==> config.mk <==
export PLATFORM = sky130hd
export DESIGN_NAME = link_serial_xfer
export DESIGN_NICKNAME = d
export VERILOG_FILES = /design/src/rtl/link_pkg.sv /design/src/rtl/link_in_sync.sv /design/src/rtl/link_serial_xfer.sv
export SDC_FILE = /design/constraint.sdc
export NUM_CORES = 1
export LEC_CHECK = 0
export ABC_CLOCK_PERIOD_IN_PS = 1700
export BUFFER_PORTS_ARGS = -buffer_cell sky130_fd_sc_hd__buf_4
export CORE_ASPECT_RATIO = 0.8
export CORE_MARGIN = 2
export CORE_UTILIZATION = 45
export DETAILED_ROUTE_END_ITERATION = 6
export GPL_TIMING_DRIVEN = 0
export PLACE_DENSITY = 0.69
export SLEW_MARGIN = 15
export SYNTH_ARGS = -nofsm -noshare
export SYNTH_HDL_FRONTEND = slang
export SYNTH_SLANG_ARGS = --single-unit
export TNS_END_PERCENT = 10
==> constraint.sdc <==
create_clock -name clk -period 1.7 [get_ports clk]
set_input_delay 0.17 -clock clk [delete_from_list [all_inputs] [get_ports clk]]
set_output_delay 0.17 -clock clk [all_outputs]
set_load 0.03 [all_outputs]
==> src/rtl/link_pkg.sv <==
`default_nettype none
// ============================================================================
// Module   : link_pkg
// Brief    : Shared types and constants for the link-port serial engine.
// Revision : 1.0 - initial release
// ============================================================================
package link_pkg;

  // Transfer sequencer states
  typedef enum logic [2:0] {
    ST_IDLE     = 3'd0,
    ST_INT_LO   = 3'd1,
    ST_INT_HI   = 3'd2,
    ST_EXT_WAIT = 3'd3,
    ST_DONE     = 3'd4
  } link_state_e;

  // SC register bit positions
  localparam int SC_BIT_START = 7;
  localparam int SC_BIT_FAST  = 1;
  localparam int SC_BIT_INT   = 0;

  // Divisors for an 8.388 MHz system clock
  localparam int DIV_NORMAL_8M = 511;
  localparam int DIV_FAST_8M   = 15;

endpackage
`default_nettype wire

==> src/rtl/link_in_sync.sv <==
`default_nettype none
// ============================================================================
// Module   : link_in_sync
// Brief    : Two-flop synchroniser for an asynchronous link pin with
//            single-cycle rise/fall pulses on the synchronised level.
//            All flops reset to 1 (idle-high pin) so reset never fakes an edge.
// Revision : 1.0 - initial release
// ============================================================================
module link_in_sync (
  input  logic clk,
  input  logic rst,
  input  logic async_in,
  output logic rise,
  output logic fall
);

  logic meta_q, meta_d;
  logic sync_q, sync_d;
  logic hist_q, hist_d;

  // Next-state: shift the pin through the synchroniser and history stage
  always_comb begin
    meta_d = async_in;
    sync_d = meta_q;
    hist_d = sync_q;
  end

  // Synchroniser and edge-history registers
  always_ff @(posedge clk) begin
    if (rst) begin
      meta_q <= 1'b1;
      sync_q <= 1'b1;
      hist_q <= 1'b1;
    end else begin
      meta_q <= meta_d;
      sync_q <= sync_d;
      hist_q <= hist_d;
    end
  end

  assign rise = sync_q & ~hist_q;
  assign fall = ~sync_q & hist_q;

endmodule
`default_nettype wire

==> src/rtl/link_serial_xfer.sv <==
`default_nettype none
// ============================================================================
// Module   : link_serial_xfer
// Brief    : Link-port serial shift engine (SB/SC). Internal clock at normal
//            or fast rate, or externally clocked with synchronised pins.
//            Optional build macro LINK_TIMEOUT_EN adds an external-clock
//            inter-edge timeout.
// Revision : 1.0 - initial release
// ============================================================================
module link_serial_xfer
  import link_pkg::*;
#(
  parameter int DATA_W      = 8,
  parameter int DIV_NORMAL  = DIV_NORMAL_8M,
  parameter int DIV_FAST    = DIV_FAST_8M,
  parameter int TIMEOUT_CYC = 65535
) (
  input  logic              clk,
  input  logic              rst,
  input  logic              wr_sc,
  input  logic              sc_start_in,
  input  logic              sc_int_clk_in,
  input  logic              sc_fast_in,
  input  logic              wr_sb,
  input  logic [DATA_W-1:0] sb_in,
  input  logic              serial_clk_in,
  input  logic              serial_data_in,
  output logic              serial_clk_out,
  output logic              serial_data_out,
  output logic [DATA_W-1:0] sb,
  output logic              sc_start,
  output logic              sc_int_clock,
  output logic              sc_fast,
  output logic              busy,
  output logic              serial_irq,
  output logic              xfer_timeout
);

  localparam int DIV_W = (DIV_NORMAL > 0) ? $clog2(DIV_NORMAL + 1) : 1;
  localparam int CNT_W = $clog2(DATA_W + 1);

  localparam logic [DIV_W-1:0] c_div_normal = DIV_W'(DIV_NORMAL);
  localparam logic [DIV_W-1:0] c_div_fast   = DIV_W'(DIV_FAST);
  localparam logic [CNT_W-1:0] c_last_bit   = CNT_W'(DATA_W - 1);

  // Elaboration-time parameter sanity checks
  generate
    if (DIV_FAST > DIV_NORMAL) begin : g_bad_div
      $error("link_serial_xfer: DIV_FAST must not exceed DIV_NORMAL");
    end
    if (DATA_W < 2) begin : g_bad_width
      $error("link_serial_xfer: DATA_W must be at least 2");
    end
    if (TIMEOUT_CYC < 1) begin : g_bad_timeout
      $error("link_serial_xfer: TIMEOUT_CYC must be at least 1");
    end
  endgenerate

  link_state_e       state_q, state_d;
  logic [DATA_W-1:0] sb_q, sb_d;
  logic              start_q, start_d;
  logic              int_q, int_d;
  logic              fast_q, fast_d;
  logic              clk_out_q, clk_out_d;
  logic              data_out_q, data_out_d;
  logic              irq_q, irq_d;
  logic [DIV_W-1:0]  div_q, div_d;
  logic [CNT_W-1:0]  bit_cnt_q, bit_cnt_d;
  logic              data_meta_q, data_meta_d;
  logic              data_sync_q, data_sync_d;

  logic              w_clk_rise;
  logic              w_clk_fall;
  logic              w_to_hit;
  logic [DIV_W-1:0]  w_div_max;
  logic [DATA_W-1:0] w_sb_src;

  link_in_sync u_clk_sync (
    .clk      (clk),
    .rst      (rst),
    .async_in (serial_clk_in),
    .rise     (w_clk_rise),
    .fall     (w_clk_fall)
  );

  // The rate select only changes on an SC write, which also restarts, so
  // it is effectively sampled at start.
  assign w_div_max = fast_q ? c_div_fast : c_div_normal;
  // SB writes land only while idle; a same-cycle start shifts the new value.
  assign w_sb_src  = (wr_sb && (state_q == ST_IDLE)) ? sb_in : sb_q;

  // Next-state and output computation for the transfer sequencer
  always_comb begin
    state_d     = state_q;
    sb_d        = sb_q;
    start_d     = start_q;
    int_d       = int_q;
    fast_d      = fast_q;
    clk_out_d   = clk_out_q;
    data_out_d  = data_out_q;
    irq_d       = 1'b0;
    div_d       = div_q;
    bit_cnt_d   = bit_cnt_q;
    data_meta_d = serial_data_in;
    data_sync_d = data_meta_q;

    case (state_q)
      ST_IDLE: begin
        sb_d = w_sb_src;
      end
      ST_INT_LO: begin
        if (div_q == w_div_max) begin
          div_d     = '0;
          clk_out_d = 1'b1;
          // Peer is clocked by us, so the raw pin is already stable here
          sb_d      = {sb_q[DATA_W-2:0], serial_data_in};
          bit_cnt_d = bit_cnt_q + 1'b1;
          state_d   = (bit_cnt_q == c_last_bit) ? ST_DONE : ST_INT_HI;
        end else begin
          div_d = div_q + 1'b1;
        end
      end
      ST_INT_HI: begin
        if (div_q == w_div_max) begin
          div_d      = '0;
          clk_out_d  = 1'b0;
          data_out_d = sb_q[DATA_W-1];
          state_d    = ST_INT_LO;
        end else begin
          div_d = div_q + 1'b1;
        end
      end
      ST_EXT_WAIT: begin
        if (w_clk_fall) begin
          data_out_d = sb_q[DATA_W-1];
        end
        if (w_clk_rise) begin
          sb_d      = {sb_q[DATA_W-2:0], data_sync_q};
          bit_cnt_d = bit_cnt_q + 1'b1;
          if (bit_cnt_q == c_last_bit) begin
            state_d = ST_DONE;
          end
        end else if (w_to_hit) begin
          state_d = ST_IDLE;
          start_d = 1'b0;
          irq_d   = 1'b1;
        end
      end
      ST_DONE: begin
        irq_d   = 1'b1;
        start_d = 1'b0;
        state_d = ST_IDLE;
      end
      default: begin
        state_d = ST_IDLE;
      end
    endcase

    // An SC write overrides whatever the sequencer was doing this cycle
    if (wr_sc) begin
      start_d   = sc_start_in;
      int_d     = sc_int_clk_in;
      fast_d    = sc_fast_in;
      irq_d     = 1'b0;
      div_d     = '0;
      bit_cnt_d = '0;
      clk_out_d = 1'b1;
      sb_d      = w_sb_src;
      if (!sc_start_in) begin
        state_d = ST_IDLE;
      end else if (sc_int_clk_in) begin
        state_d    = ST_INT_LO;
        clk_out_d  = 1'b0;
        data_out_d = w_sb_src[DATA_W-1];
      end else begin
        state_d = ST_EXT_WAIT;
      end
    end
  end

  // Sequencer, shift register and registered pin outputs
  always_ff @(posedge clk) begin
    if (rst) begin
      state_q     <= ST_IDLE;
      sb_q        <= '0;
      start_q     <= 1'b0;
      int_q       <= 1'b0;
      fast_q      <= 1'b0;
      clk_out_q   <= 1'b1;
      data_out_q  <= 1'b1;
      irq_q       <= 1'b0;
      div_q       <= '0;
      bit_cnt_q   <= '0;
      data_meta_q <= 1'b1;
      data_sync_q <= 1'b1;
    end else begin
      state_q     <= state_d;
      sb_q        <= sb_d;
      start_q     <= start_d;
      int_q       <= int_d;
      fast_q      <= fast_d;
      clk_out_q   <= clk_out_d;
      data_out_q  <= data_out_d;
      irq_q       <= irq_d;
      div_q       <= div_d;
      bit_cnt_q   <= bit_cnt_d;
      data_meta_q <= data_meta_d;
      data_sync_q <= data_sync_d;
    end
  end

`ifdef LINK_TIMEOUT_EN
  // Counter holds 0..TIMEOUT_CYC-1; the pulse registers as it would reach
  // TIMEOUT_CYC, i.e. TIMEOUT_CYC cycles after the last acted-on edge.
  localparam int TO_W = (TIMEOUT_CYC > 1) ? $clog2(TIMEOUT_CYC) : 1;
  localparam logic [TO_W-1:0] c_to_last = TO_W'(TIMEOUT_CYC - 1);

  logic [TO_W-1:0] to_cnt_q, to_cnt_d;
  logic            timeout_q, timeout_d;
  logic            w_to_armed;

  // Armed only in external mode once at least one bit has arrived
  assign w_to_armed = (state_q == ST_EXT_WAIT) && (bit_cnt_q != '0) &&
                      !w_clk_rise && !w_clk_fall && !wr_sc;
  assign w_to_hit   = w_to_armed && (to_cnt_q == c_to_last);

  // Inter-edge counter: clears on any edge or when not armed
  always_comb begin
    to_cnt_d  = '0;
    timeout_d = w_to_hit;
    if (w_to_armed && !w_to_hit) begin
      to_cnt_d = to_cnt_q + 1'b1;
    end
  end

  // Timeout counter and pulse register
  always_ff @(posedge clk) begin
    if (rst) begin
      to_cnt_q  <= '0;
      timeout_q <= 1'b0;
    end else begin
      to_cnt_q  <= to_cnt_d;
      timeout_q <= timeout_d;
    end
  end

  assign xfer_timeout = timeout_q;
`else
  assign w_to_hit     = 1'b0;
  assign xfer_timeout = 1'b0;
`endif

  assign serial_clk_out  = clk_out_q;
  assign serial_data_out = data_out_q;
  assign sb              = sb_q;
  assign sc_start        = start_q;
  assign sc_int_clock    = int_q;
  assign sc_fast         = fast_q;
  assign busy            = start_q;
  assign serial_irq      = irq_q;

endmodule
`default_nettype wire

# Word level (Yosys, flattened, before mapping)
# Cells that the tools add are included.
# W data, S select, Z words.
# classes
bitwise_logic,4
reduce_logical,12
n_addsub,2
eq_ne,13
muxes,34
# ops
op,count
$mux W8,4
$pmux W8 S3,1
$mux W3,6
$mux W9,2
$mux W1,13
$pmux W3 S4,1
$add A9 B1 Y9 const B,1
$eq A9 B9 Y1,1
$ne A3 B3 Y1 const B,3
$reduce_and A3 Y1,3
$mux W4,2
$pmux W4 S2,1
$eq A3 B2 Y1 const B,2
$reduce_and A5 Y1,1
$add A4 B1 Y4 const B,1
$eq A4 B3 Y1 const B,1
$mux W2,2
$ne A2 B2 Y1 const B,2
$pmux W1 S2,2
$reduce_bool A2 Y1,2
$reduce_bool A4 Y1,1
$reduce_or A2 Y1,2
$eq A3 B1 Y1 const B,1
$eq A3 B3 Y1 const B,1
other kinds (7),9
# totals
out_inout_bits,16
register_bits,35
word_cells,80

# Depth between registers and ports, before layout
# Gate-level depths: netlist (run 1).
# logic_depth
depth_word,7
depth_mapped,7

# Modules after synthesis
# From an unflattened synthesis (run 1), not the netlist that was laid out.
# hier_totals
cells_unflattened,194
area_unflattened_um2,1675.4
# modules_own_cells
mod,area_each_um2,cells_per_inst,n_inst
link_serial_xfer,1582.8,186,1
link_in_sync,92.6,8,1

# Worst setup path after synthesis (run 1)
# Ideal clock, no wire load.
# synth_path
path_type,register -> register
startpoint,register div_q[4]
endpoint,"register sb_q[3], in the netlist sb[3]"
arrival_ns,1.768
path_stages_with_launch,7
synth_period_minus_slack_ns,1.857
n_path_buf,1
setup_ns,0.088
slack_ns,-0.157
cell_sequence,dfxtp_1 -> or4_4 -> o22ai_4 -> a221o_4 -> buf_12 -> a21oi_2 -> a311oi_2
# synth_via
elab_chain_cells,3
# synth_rtl
item,line_no,text
"start, declared",link_serial_xfer.sv:67,"logic [DIV_W-1:0] div_q, div_d;"
"start signal, assigned",link_serial_xfer.sv:205,div_q <= div_d;
$eq A9 B9 Y1,link_serial_xfer.sv:112,if (div_q == w_div_max) begin
$ne A3 B3 Y1 (no line),n/a,
$reduce_and A3 Y1 (no line),n/a,
"end signal, assigned",link_serial_xfer.sv:185,sb_q <= '0;
"end signal, assigned",link_serial_xfer.sv:198,sb_q <= sb_d;
"end, declared",link_serial_xfer.sv:60,"logic [DATA_W-1:0] sb_q, sb_d;"
# Every way passes these cells.
# A chain may end at the register's enable or synchronous reset.

# Worst setup path in the final report (run 1)
# layout_path
startpoint,register div_q[7]
endpoint,"register sb_q[2], in the netlist sb[2]"
# The elaborated chain is that of the path after synthesis.

==> results.md, run 1 <==
- Run status: complete, but fails checks
- Failing checks: setup timing
- CP startpoint: div_q[7]$_SDFFE_PP0P_
- Layout Cells excl Fill: 306
- Period minus WS final: 1890 ps
- Fin util: about three fifths
- Routability congestion estimate: 0.798
- Maximum VDD drop: 0.667 mV
- Critical path class: reg -> reg
- Number of synthesized flops with an enable pin: 0
- Cell Chain, Critical Path: or4_4 > o22ai_4 > a221o_4 > bufbuf_16 > a311oi_1
- Antenna Cells: 0
- # IOs: 33
- WHS: approximately 70 ps
- PwrDens: 781 nW/um^2
- Share of post-route cells with drive strength above 1: between 20% and 30%
- Cell count after synthesis: 209
- First-pass DRT Iterations: 5
- Max stage delay cell, worst path: or4_4
- Final Max Slew Viols: 0
- WP data required: 1850 ps
- Warnings, synthesis: 0
- Core ar.: between 3000 and 4000 sq um
- Vias in the first global route: 1472
- Die width: 75.2 microns
- Hold_sp: serial_clk_in
- RSZ-0062 raised after global routing: true
- Worst hold path class: in -> reg
- Reg2Reg Launch Point: div_q[7]$_SDFFE_PP0P_
- Async SR Flop Fraction: 0%
- DP Cell Count: 295
- Congestion Overflow GR: 0
- Hold depth: 2
- Clock sink count: 35
- DR vias: 1638
- Htree depth: 2
- Worst Max-Slew Pin Slew: 521 ps
- ANT nets after route: 0
- Worst r2r dst: sb[2]$_SDFFE_PP0P_
- Period Utilization, post-route: 111%
- Worst reg2reg setup slack: -190 ps
- Global-route wire length before repair: 6910 microns
- Most used DFF post-synth: dfxtp_1
- MaxCap Viol Count: 0
- Fill cells: ~360
- DIE HEIGHT: 60.9 microns
- Post-synth cell types: 46
- Site row count: 20
- Post-detail-place hpwl: 2880 microns
- Pre-CTS setup slack: -322 ps
- Cell Area, Synth: 1820 sq um
- Max_slew headroom: 65.3%
- Max Clock Skew: 4.03 ps
- FF+latch count, synth: 35
- Max Fclk: 529 MHz
- Starting density of the core: 47.3%
- Syn nets: 228
- Worst setup margin: -189 ps
- Port Buf Inserts: 31
- DR iter-0 viols: 114
- Root Driver: clkbuf_8
- Post-layout instance area: ~2300 sq um
- Setup-failing EPs final: 18
- Worst r2r path cells: 5
- Critical Path Sink Type: flop
- Routed wire length: approximately 4300 microns
- Nets: 271
- Worst Setup Start Kind: flop
- Post-synthesis sequential area ratio: between 30% and 40%
- Clock Path Buffers: 2
- Worst-path fanout max: 7
- Pin count of the biggest net entering global routing: 11
- Leakage: 0.949 nW
- Clock latency on the worst-skew pair: 290 ps
- Initial antenna violation count: 0
- CTS tree: done
- Syn Area/Cell: 8.72 sq um
- Area Overhead vs Synth: 27.0%
- Reg clk slew, reported paths: ~70 ps
- Fin. Hold Viols: 0
- Power, Total: 1.81 mW
- # DRC: 0
- DP Area: approximately 2100 sq um
- Crit path DAT: 2040 ps
- Total CTS buffers: 5
- Worst path max stage delay: 530 ps
- Die area: 4580 sq um
- WHS Endpoint: u_clk_sync.meta_q$_SDFF_PP1_
- Wire per inst: 14.1 microns
- Total track usage: 20.2%
- Post-Route Setup TNS: -2170 ps
- Via/cell ratio: 5.35
cells in the final DEF, fill, tap and decap left out, types with 3 or more instances in the layout:
cell,count
nand3_1,5
a31oi_1,3
a21oi_1,13
buf_4,39
dfxtp_1,32
nand2_1,17
xnor2_1,7
nand3b_1,4
nor3_1,5
a21oi_2,3
inv_1,7
nor2_1,25
nand2b_1,7
or2_2,7
mux2i_1,15
clkbuf_8,6
clkbuf_1,6
a311oi_1,5
flip-flops by register name, indices dropped and copies added (netlist names):
signal	count
div_q	9
data_sync_q	1
sc_fast	1
sb	8
bit_cnt_q	4
u_clk_sync.meta_q	1
serial_irq	1
data_meta_q	1
serial_clk_out	1
busy	1
u_clk_sync.hist_q	1
u_clk_sync.hist_d	1
serial_data_out	1
state_q	3
sc_int_clock	1
worst max-delay path: cells and delay by family, from the launching register on:
family,cells,cell delay (ps)
compound gates,3,620
buf+inv,1,270
simple gates,1,530
flops,1,320
synth_stat cells, drive strengths merged (2+ instances only):
cell     number  share of area [%]
dfxtp        35                 38
nor2         25                5.1
nand2        18                3.7
a21oi        16                4.6
mux2i        15                8.2
buf           7                2.8
clkbuf        7                2.0
inv           7                1.4
nand2b        7                2.4
or2           7                2.4
xnor2         7                3.4
a311oi        6                3.2
nand3         6                1.6
nor3          6                1.6
nand3b        4                1.6
a211oi        3                1.2
a31oi         3                1.0
a21o          2               0.82
and3          2               0.69
ha            2                1.4
nand4         2               0.69
nor4b         2               0.96
o2111ai       2               0.96
o22ai         2                1.4
xor2          2               0.96
repair_timing:
action / CTS / global route
buffers inserted: 5 / 0
cloned: 1 / 0
gates resized for setup: 8 / 6
hold buffers: 0 / 0
hold endpoints to repair: 0 / 0
pin swaps: 3 / 2
setup endpoints to repair: 24 / 25
how the worst max path moves through the flow:
stage	endpoint	slack, ps
detailed placement	sb[0]$_SDFFE_PP0P_	-320
floorplan	sb[0]$_SDFFE_PP0P_	-140
finish	sb[2]$_SDFFE_PP0P_	-190
global placement	sb[7]$_SDFFE_PP0P_	-360
CTS	sb[0]$_SDFFE_PP0P_	-200
global route	sb[0]$_SDFFE_PP0P_	-260
metal layers:
layer / up-vias / share of wire, % / wire [microns] / track usage (%)
met5: - / 0 / 0 / 0
met4: 0 / 0.93 / 40 / 8.02
met3: 6 / 6.0 / 261 / 5.48
met2: 59 / 41 / 1770 / 26.6
met1: 751 / 52 / 2250 / 30.8
li1: 822 / - / - / -
cell type report:
class                      instances  area (sq um)  share of cell area (%)
buffer                            13          87.6                    3.78
clock buffer                       6          72.6                    3.13
inverter                           7          26.3                    1.13
multi-input combinational        153          1050                    45.4
sequential                        35           707                    30.5
tap                               55          68.8                    2.97
timing repair buffer              37           303                    13.1
kinds of logic after synthesis:
family	Yosys count	synth area share [%]
flops	35	38.4
other cells	1	0.206
simple gates	83	22.7
buf+inv	21	6.25
fa+ha+maj	2	1.37
xor+xnor	9	4.32
mux	15	8.24
compound gates	43	18.5
power by group:
part / internal (mW) / switching (mW) / total (mW)
Sequential: 0.855 / 0.0296 / 0.885
Combinational: 0.169 / 0.198 / 0.367
Clock: 0.273 / 0.285 / 0.558
Power figures use the tool's default switching activity.
==> run 2, diff against run 1 <==
Settings changed: ABC_AREA set to 1.
==> run 2 against run 1 <==
Against the previous run:
- the run now ends clean
- clock power rose by 18%
- synthesized area rose by 10%
- via count rose by 12%
- clock-buffer cell count is 2 higher
- register-to-register slack improved by 290 ps
- power grew 28%
- die area increased by 9.4%
- design area rose by 4.1%
==> results.md, run 2 <==
- First-pass DRT Iterations: 4 (-1)
- Cell count after synthesis: 294 (+41%)
- Setup-failing EPs final: 0 (-18)
- Reg2Reg Launch Point: div_q[1]$_SDFFE_PP0P_
- DIE HEIGHT: 63.7 microns (+4.6%)
- Root Driver: clkbuf_8
- Period minus WS final: 1600 ps (-286 ps)
- Wire per inst: 11.1 microns (-21%)
- Post-detail-place hpwl: 3340 microns (+16%)
- RSZ-0062 raised after global routing: false
- Critical path class: reg -> reg
- Max Fclk: 624 MHz (+18%)
- Reg clk slew, reported paths: 70 ps (about the same)
- Routed wire length: 4330 microns (+0.30%)
- Htree depth: 2 (unchanged)
- Async SR Flop Fraction: 0% (unchanged)
- Initial antenna violation count: 0 (unchanged)
- Worst path max stage delay: 330 ps (-200 ps)
- Syn nets: 313 (+37%)
- PwrDens: 961 nW/um^2 (+23%)
- DR vias: 1842 (+12%)
- Fin. Hold Viols: 0 (unchanged)
- Final Max Slew Viols: 0 (unchanged)
- Pin count of the biggest net entering global routing: 11 (unchanged)
- Congestion Overflow GR: 0 (unchanged)
- Fin util: 57.0% (-3.1 points)
- Syn Area/Cell: 6.82 sq um (-22%)
- Starting density of the core: 47.4% (+0.11 points)
- Worst r2r path cells: 9 (+4)
- FF+latch count, synth: 35 (unchanged)
- Cell Area, Synth: 2010 sq um (+10%)
- Share of post-route cells with drive strength above 1: 27.0% (-2.1 points)
- Post-cts gate resize count: 0 (-8)
- Max reg flops: 9 (unchanged)
- CTS tree: done
- DR iter-0 viols: 101 (-11%)
- Clock latency on the worst-skew pair: 290 ps (about the same)
- Number of synthesized flops with an enable pin: 0 (unchanged)
- Period Utilization, post-route: 94.3% (-17 points)
- Crit path DAT: 1790 ps (-250 ps)
- Commonest non-fill, non-tap cell in the layout: nand2_1
- Max_slew headroom: 58.1% (-7.2 points)
- Worst r2r dst: sb[2]$_SDFFE_PP0P_
- Buf/Inv on CP: 1 (unchanged)
- Site row count: 21 (+5.0%)
- Run status: finished, final reports clean
- Hold_sp: serial_clk_in
- Via/cell ratio: 4.72 (-12%)
- Max stage delay cell, worst path: dfxtp_1
- MaxCap Viol Count: 0 (unchanged)
- Worst Max-Slew Pin Slew: 626 ps (+105 ps)
- Core ar.: 4230 sq um (+9.8%)
- Post-CTS Setup Bufs: 0 (-5)
- Post-synth cell types: 32 (-30%)
- ANT nets after route: 0 (unchanged)
- Critical Path Most Common Cell: nand2_4
- Nets: 351 (+30%)
- Clock sink count: 35 (unchanged)
- Top cells by count, synth: 76 x nand2_1, 35 x dfxtp_1, 30 x inv_1, 26 x nand3_1, 26 x nor2_1
- Total CTS buffers: 5 (unchanged)
- Die area: 5010 sq um (+9.4%)
- Area Overhead vs Synth: 20.1%
- Hold-fix buffers, CTS: 0 (unchanged)
- Maximum VDD drop: 0.634 mV (-4.9%)
- Clock Path Buffers: 2 (unchanged)
- Cell Chain, Critical Path: ha_1 > and3_2 > nand2_4 > nand3_2 > nand2_4 > buf_12 > nand2_4 > nand2_2 > nor2_2
- Worst-path fanout max: 10 (+3)
- Routability congestion estimate: 0.876 (+9.7%)
- Synth top area share: 34.9% (-3.5 points)
- Vias in the first global route: 1710 (+16%)
- Die width: 78.6 microns (+4.6%)
- Worst hold path class: in -> reg
- Most common cell in the netlist: nand2_1
- Total track usage: 19.0% (-1.3 points)
- Post-synthesis sequential area ratio: 34.9% (-3.5 points)
- Main area contributors after synthesis: dfxtp_1 35%, nand2_1 14%, nand3_1 6.5%, inv_1 5.6%, nand2_4 5.1%
- Max Clock Skew: 5.16 ps (+1.12 ps)
- Antenna Cells: 0 (unchanged)
- # DRC: 0 (unchanged)
- # IOs: 33 (unchanged)
- Reg with most FFs: div_q
- Global-route wire length before repair: 7460 microns (+7.9%)
- Synth area leader: dfxtp_1
- WP data required: 1890 ps (+40 ps)
- WHS Endpoint: u_clk_sync.meta_q$_SDFF_PP1_
- Worst reg2reg setup slack: 100 ps (+290 ps)
- Worst Setup Start Kind: flop
- Critical Path Sink Type: flop
- Most frequent cells in the layout: 76 x nand2_1, 35 x dfxtp_1, 34 x buf_4
- Warnings, synthesis: 0 (unchanged)
- Leakage: 1.15 nW (+21%)
- Post-Route Setup TNS: 0 ps (+2170 ps)
- Most used DFF post-synth: dfxtp_1
- Hold depth: 2 (unchanged)
- Port Buf Inserts: 31 (unchanged)
- Largest delay contributor family on the critical path: simple AND/OR/NAND/NOR gates
run 2: cell count changes in the layout (fill, tap and decap cells not counted), sizes merged, moves of 15 or more:
cell / delta
nand2: +71
o21ai: +16
nor2: +15
mux2i: -15
inv: +32
nand3: +25
run 2: per-layer routing:
metal	GRT usage, %	part of all wire [%]	routed length [microns]	up-vias
li1	-	-	-	1009
met1	27.2	54	2340	800
met2	27.9	41	1780	28
met3	4.73	3.9	168	5
met4	5.48	0.99	43	0
met5	0	0	0	-
run 2: where the power goes:
part / internal (mW) / switching, mW / total [mW]
sequential: 0.884 / 0.0586 / 0.942
clock: 0.370 / 0.291 / 0.660
combinational: 0.269 / 0.444 / 0.713
run 2: layout make-up:
type	count	area [sq um]
repair buffers	31	233
plain buffers	6	51.3
inverters	39	146
flip-flops and latches	35	701
well taps	57	71.3
multi-input cells	214	1110
clock buffers	8	100
fillers	420	1820
run 2: cell families after synthesis:
kind of cell,count (synthesis),synth area share [%]
AND/OR/NAND/NOR,175,43.6
flip-flops,35,34.9
other,1,0.187
XOR/XNOR,3,1.31
AO/OA/AOI/OAI,33,8.86
buffers and inverters,45,9.86
adder cells (fa/ha/maj),2,1.25
run 2: stage by stage:
stage / hold slack, ps / cells / worst slack, ps / total power, mW / area (sq um)
6_report: 63.3 / 390 / 97.4 / 2.32 / 2410
5_1_grt: 62.2 / 390 / 24.1 / 2.47 / 2410
4_1_cts: 59.2 / 390 / 105 / 2.34 / 2410
3_5_place_dp: 358 / 382 / 114 / 1.67 / 2310
3_3_place_gp: 359 / 382 / 120 / 1.67 / 2310
2_1_floorplan: 248 / 294 / 199 / 1.48 / 2010
run 2: how the worst max path moves through the flow:
stage | from | to | depth (start not counted)
after floorplan | sc_fast$_SDFFE_PP0P_ | sb[1]$_SDFFE_PP0P_ | 10
after global placement | div_q[0]$_SDFFE_PP0P_ | sb[2]$_SDFFE_PP0P_ | 9
after detailed placement | div_q[1]$_SDFFE_PP0P_ | sb[2]$_SDFFE_PP0P_ | 9
after CTS | div_q[1]$_SDFFE_PP0P_ | sb[2]$_SDFFE_PP0P_ | 9
after global routing | div_q[0]$_SDFFE_PP0P_ | sb[2]$_SDFFE_PP0P_ | 9
final | div_q[1]$_SDFFE_PP0P_ | sb[2]$_SDFFE_PP0P_ | 9
==> run 3, diff against run 2 <==
Settings changed: ABC_CLOCK_PERIOD_IN_PS 1700 to 1900, PLACE_DENSITY 0.69 to 0.66.
Clock period 1.7 ns to 1.9 ns, I/O delays scaled along.
==> run 3 against run 2 <==
Against the previous run:
- worst setup slack improved by 200 ps
- sequential power fell by 11%
- largest cell class unchanged
- largest power group unchanged
- final cell count did not move
- first-iteration DRC count rose by 6.9%
- wire length rose by 0.23%
- register-to-register slack improved by 200 ps
- flip-flop and latch count did not move
- clock power fell by 21%
- design area fell by 0.67%
- critical endpoint is now sb[1]$_SDFFE_PP0P_
==> results.md, run 3 (synthesized netlist as in run 2, its figures left out) <==
- GRT met3 Usage: 4.44% (-0.29 points)
- Period Utilization, post-route: 84.6% (-9.7 points)
- MaxCap Viol Count: 0 (unchanged)
- Worst-path fanout max: 10 (unchanged)
- Worst path max stage delay: 320 ps (about the same)
- Die width: 78.6 microns (unchanged)
- Critical path class: reg -> reg
- Area Overhead vs Synth: 19.3%
- DR vias: 1843 (+0.054%)
- Total CTS buffers: 5 (unchanged)
- Die area: 5010 sq um (unchanged)
- WP data required: 2090 ps (+200 ps)
- DP Area: 2310 sq um (unchanged)
- Post-CTS Setup Bufs: 0 (unchanged)
- Clock power frac: 26.0% (-2.5 points)
- Period minus WS final: 1610 ps (+3.95 ps)
- # DRC: 0 (unchanged)
- RSZ-0062 raised after global routing: false
- Sequential power share: 42.1% (+1.4 points)
- Met1 usage: 27.7% (+0.49 points)
- First-pass DRT Iterations: 4 (unchanged)
- Commonest non-fill, non-tap cell in the layout: nand2_1
- Clock sink count: 35 (unchanged)
- Max_slew headroom: 60.1% (+2.0 points)
- Pin count of the biggest net entering global routing: 12 (+1)
- Core ar.: 4230 sq um (unchanged)
- Worst Setup Start Kind: flop
- Starting density of the core: 47.4% (unchanged)
- Via/cell ratio: 4.73 (about the same)
- Hold_sp: serial_clk_in
- Leakage: 1.14 nW (-0.33%)
- Nets: 351 (unchanged)
- Reg clk slew, reported paths: 70 ps (about the same)
- Worst r2r path cells: 9 (unchanged)
- Post-cts gate resize count: 0 (unchanged)
- Site row count: 21 (unchanged)
- DR iter-0 viols: 108 (+6.9%)
- CTS tree: done
- ANT nets after route: 0 (unchanged)
- Total track usage: 19.4% (+0.40 points)
- Maximum VDD drop: 0.505 mV (-20%)
- Clock latency on the worst-skew pair: 290 ps (about the same)
- Worst setup margin: 293 ps (+196 ps)
- Crit path DAT: 1790 ps (about the same)
- Global-route wire length before repair: 7690 microns (+3.1%)
- Wire per inst: 11.1 microns (+0.23%)
- Most frequent cells in the layout: 76 x nand2_1, 35 x dfxtp_1, 34 x buf_4
- Routed wire length: 4340 microns (+0.23%)
- Hold depth: 2 (unchanged)
- Critical Path Most Common Cell: nand2_4
- Run status: finished, final reports clean
- Critical Path Sink Type: flop
- Worst reg2reg setup slack: 290 ps (+200 ps)
- Max Clock Skew: 5.10 ps (-0.0577 ps)
- Worst hold path class: in -> reg
- Sw Pwr: 0.720 mW (-9.3%)
- Share of post-route cells with drive strength above 1: 27.3% (+0.30 points)
- Setup-failing EPs final: 0 (unchanged)
- Vias in the first global route: 1711 (+0.058%)
- Fill cells: 428 (+1.9%)
- Max stage delay cell, worst path: dfxtp_1
- Post-detail-place hpwl: 3360 microns (+0.51%)
- Sw frac: 35.9% (+1.7 points)
- DIE HEIGHT: 63.7 microns (unchanged)
- Congestion Overflow GR: 0 (unchanged)
- Root Driver: clkbuf_8
- Initial antenna violation count: 0 (unchanged)
- Pre-CTS setup slack: 316 ps (+201 ps)
- Routability congestion estimate: 0.873 (-0.27%)
- Fin. Hold Viols: 0 (unchanged)
- # IOs: 33 (unchanged)
- Hold-fix buffers, CTS: 0 (unchanged)
- Met2 Resource Use GR: 28.7% (+0.85 points)
- GRT busiest layer: met2
- Reg2Reg Launch Point: div_q[0]$_SDFFE_PP0P_
- Cell Int Power: 1.28 mW (-16%)
- Worst r2r dst: sb[1]$_SDFFE_PP0P_
- Logic pwr share: 32.0% (+1.2 points)
- Max Fclk: 622 MHz (-0.25%)
- Post-Route Setup TNS: 0 ps (unchanged)
- Post-layout instance area: 2390 sq um (-0.67%)
- Cell Chain, Critical Path: ha_1 > and3_2 > nand2_4 > nand3_2 > nand2_4 > buf_12 > nand2_4 > nand2_2 > nor2_2
- Reg with most FFs: div_q
- Antenna Cells: 0 (unchanged)
- WHS Endpoint: u_clk_sync.meta_q$_SDFF_PP1_
- Worst Max-Slew Pin Slew: 596 ps (-30.2 ps)
- Clock Path Buffers: 2 (unchanged)
- Htree depth: 2 (unchanged)
- Max reg flops: 9 (unchanged)
- WHS: 87.1 ps (+23.8 ps)
- PwrDens: 836 nW/um^2 (-13%)
- Port Buf Inserts: 31 (unchanged)
- Final Max Slew Viols: 0 (unchanged)
run 3: cell types whose count changed in the layout (fill, tap and decap cells not counted):
| cell | before | now |
|---|---|---|
| clkbuf_1 | 2 | 1 |
| clkbuf_8 | 7 | 5 |
| clkinv_2 | 0 | 3 |
run 3: critical path, delay by kind of cell, from the launching register on:
kind	cells	cell delay (ps)
and+or+nand+nor	7	800
adders and majority gates	1	230
buffers and inverters	1	150
DFF	1	320
run 3: layer usage:
metal  vias up  wire, microns  share of wire, %
li1       1007              -                 -
met1       804           2290                53
met2        27           1840                42
met3         5            173               4.0
met4         0             36              0.83
met5         -              0                 0
run 3: worst max path at each step:
stage	end	cells after the start	startpoint
CTS	sb[6]$_SDFFE_PP0P_	9	div_q[0]$_SDFFE_PP0P_
floorplan	sb[1]$_SDFFE_PP0P_	10	sc_fast$_SDFFE_PP0P_
finish	sb[1]$_SDFFE_PP0P_	9	div_q[0]$_SDFFE_PP0P_
global route	sb[3]$_SDFFE_PP0P_	9	div_q[0]$_SDFFE_PP0P_
global placement	sb[2]$_SDFFE_PP0P_	9	div_q[0]$_SDFFE_PP0P_
detailed placement	sb[1]$_SDFFE_PP0P_	9	div_q[0]$_SDFFE_PP0P_
run 3: metrics by stage:
step	instances	util [%]	power [mW]
6_report	390	56.6	2.00
5_1_grt	390	56.6	2.15
4_1_cts	390	56.6	2.03
3_5_place_dp	382	54.6	1.50
3_3_place_gp	382	54.6	1.50
2_1_floorplan	294	-	1.33
run 3: power by group through the flow:
stage          Sequential (mW)  Clock, mW  Combinational, mW
3_5_place_dp             0.859          0              0.640
5_1_grt                  0.852      0.585              0.710
3_3_place_gp             0.859          0              0.636
6_report                 0.842      0.520              0.640
2_1_floorplan            0.931          0              0.394
4_1_cts                  0.843      0.547              0.642
run 3: cell type report:
type,count,area (sq um),area share [%]
buffer,6,51.3,2.14
inverter,39,146,6.12
clock inverter,3,15.0,0.627
clock buffer,5,68.8,2.88
timing repair buffer,31,233,9.72
multi-input combinational,214,1110,46.3
tap,57,71.3,2.98
sequential,35,701,29.3
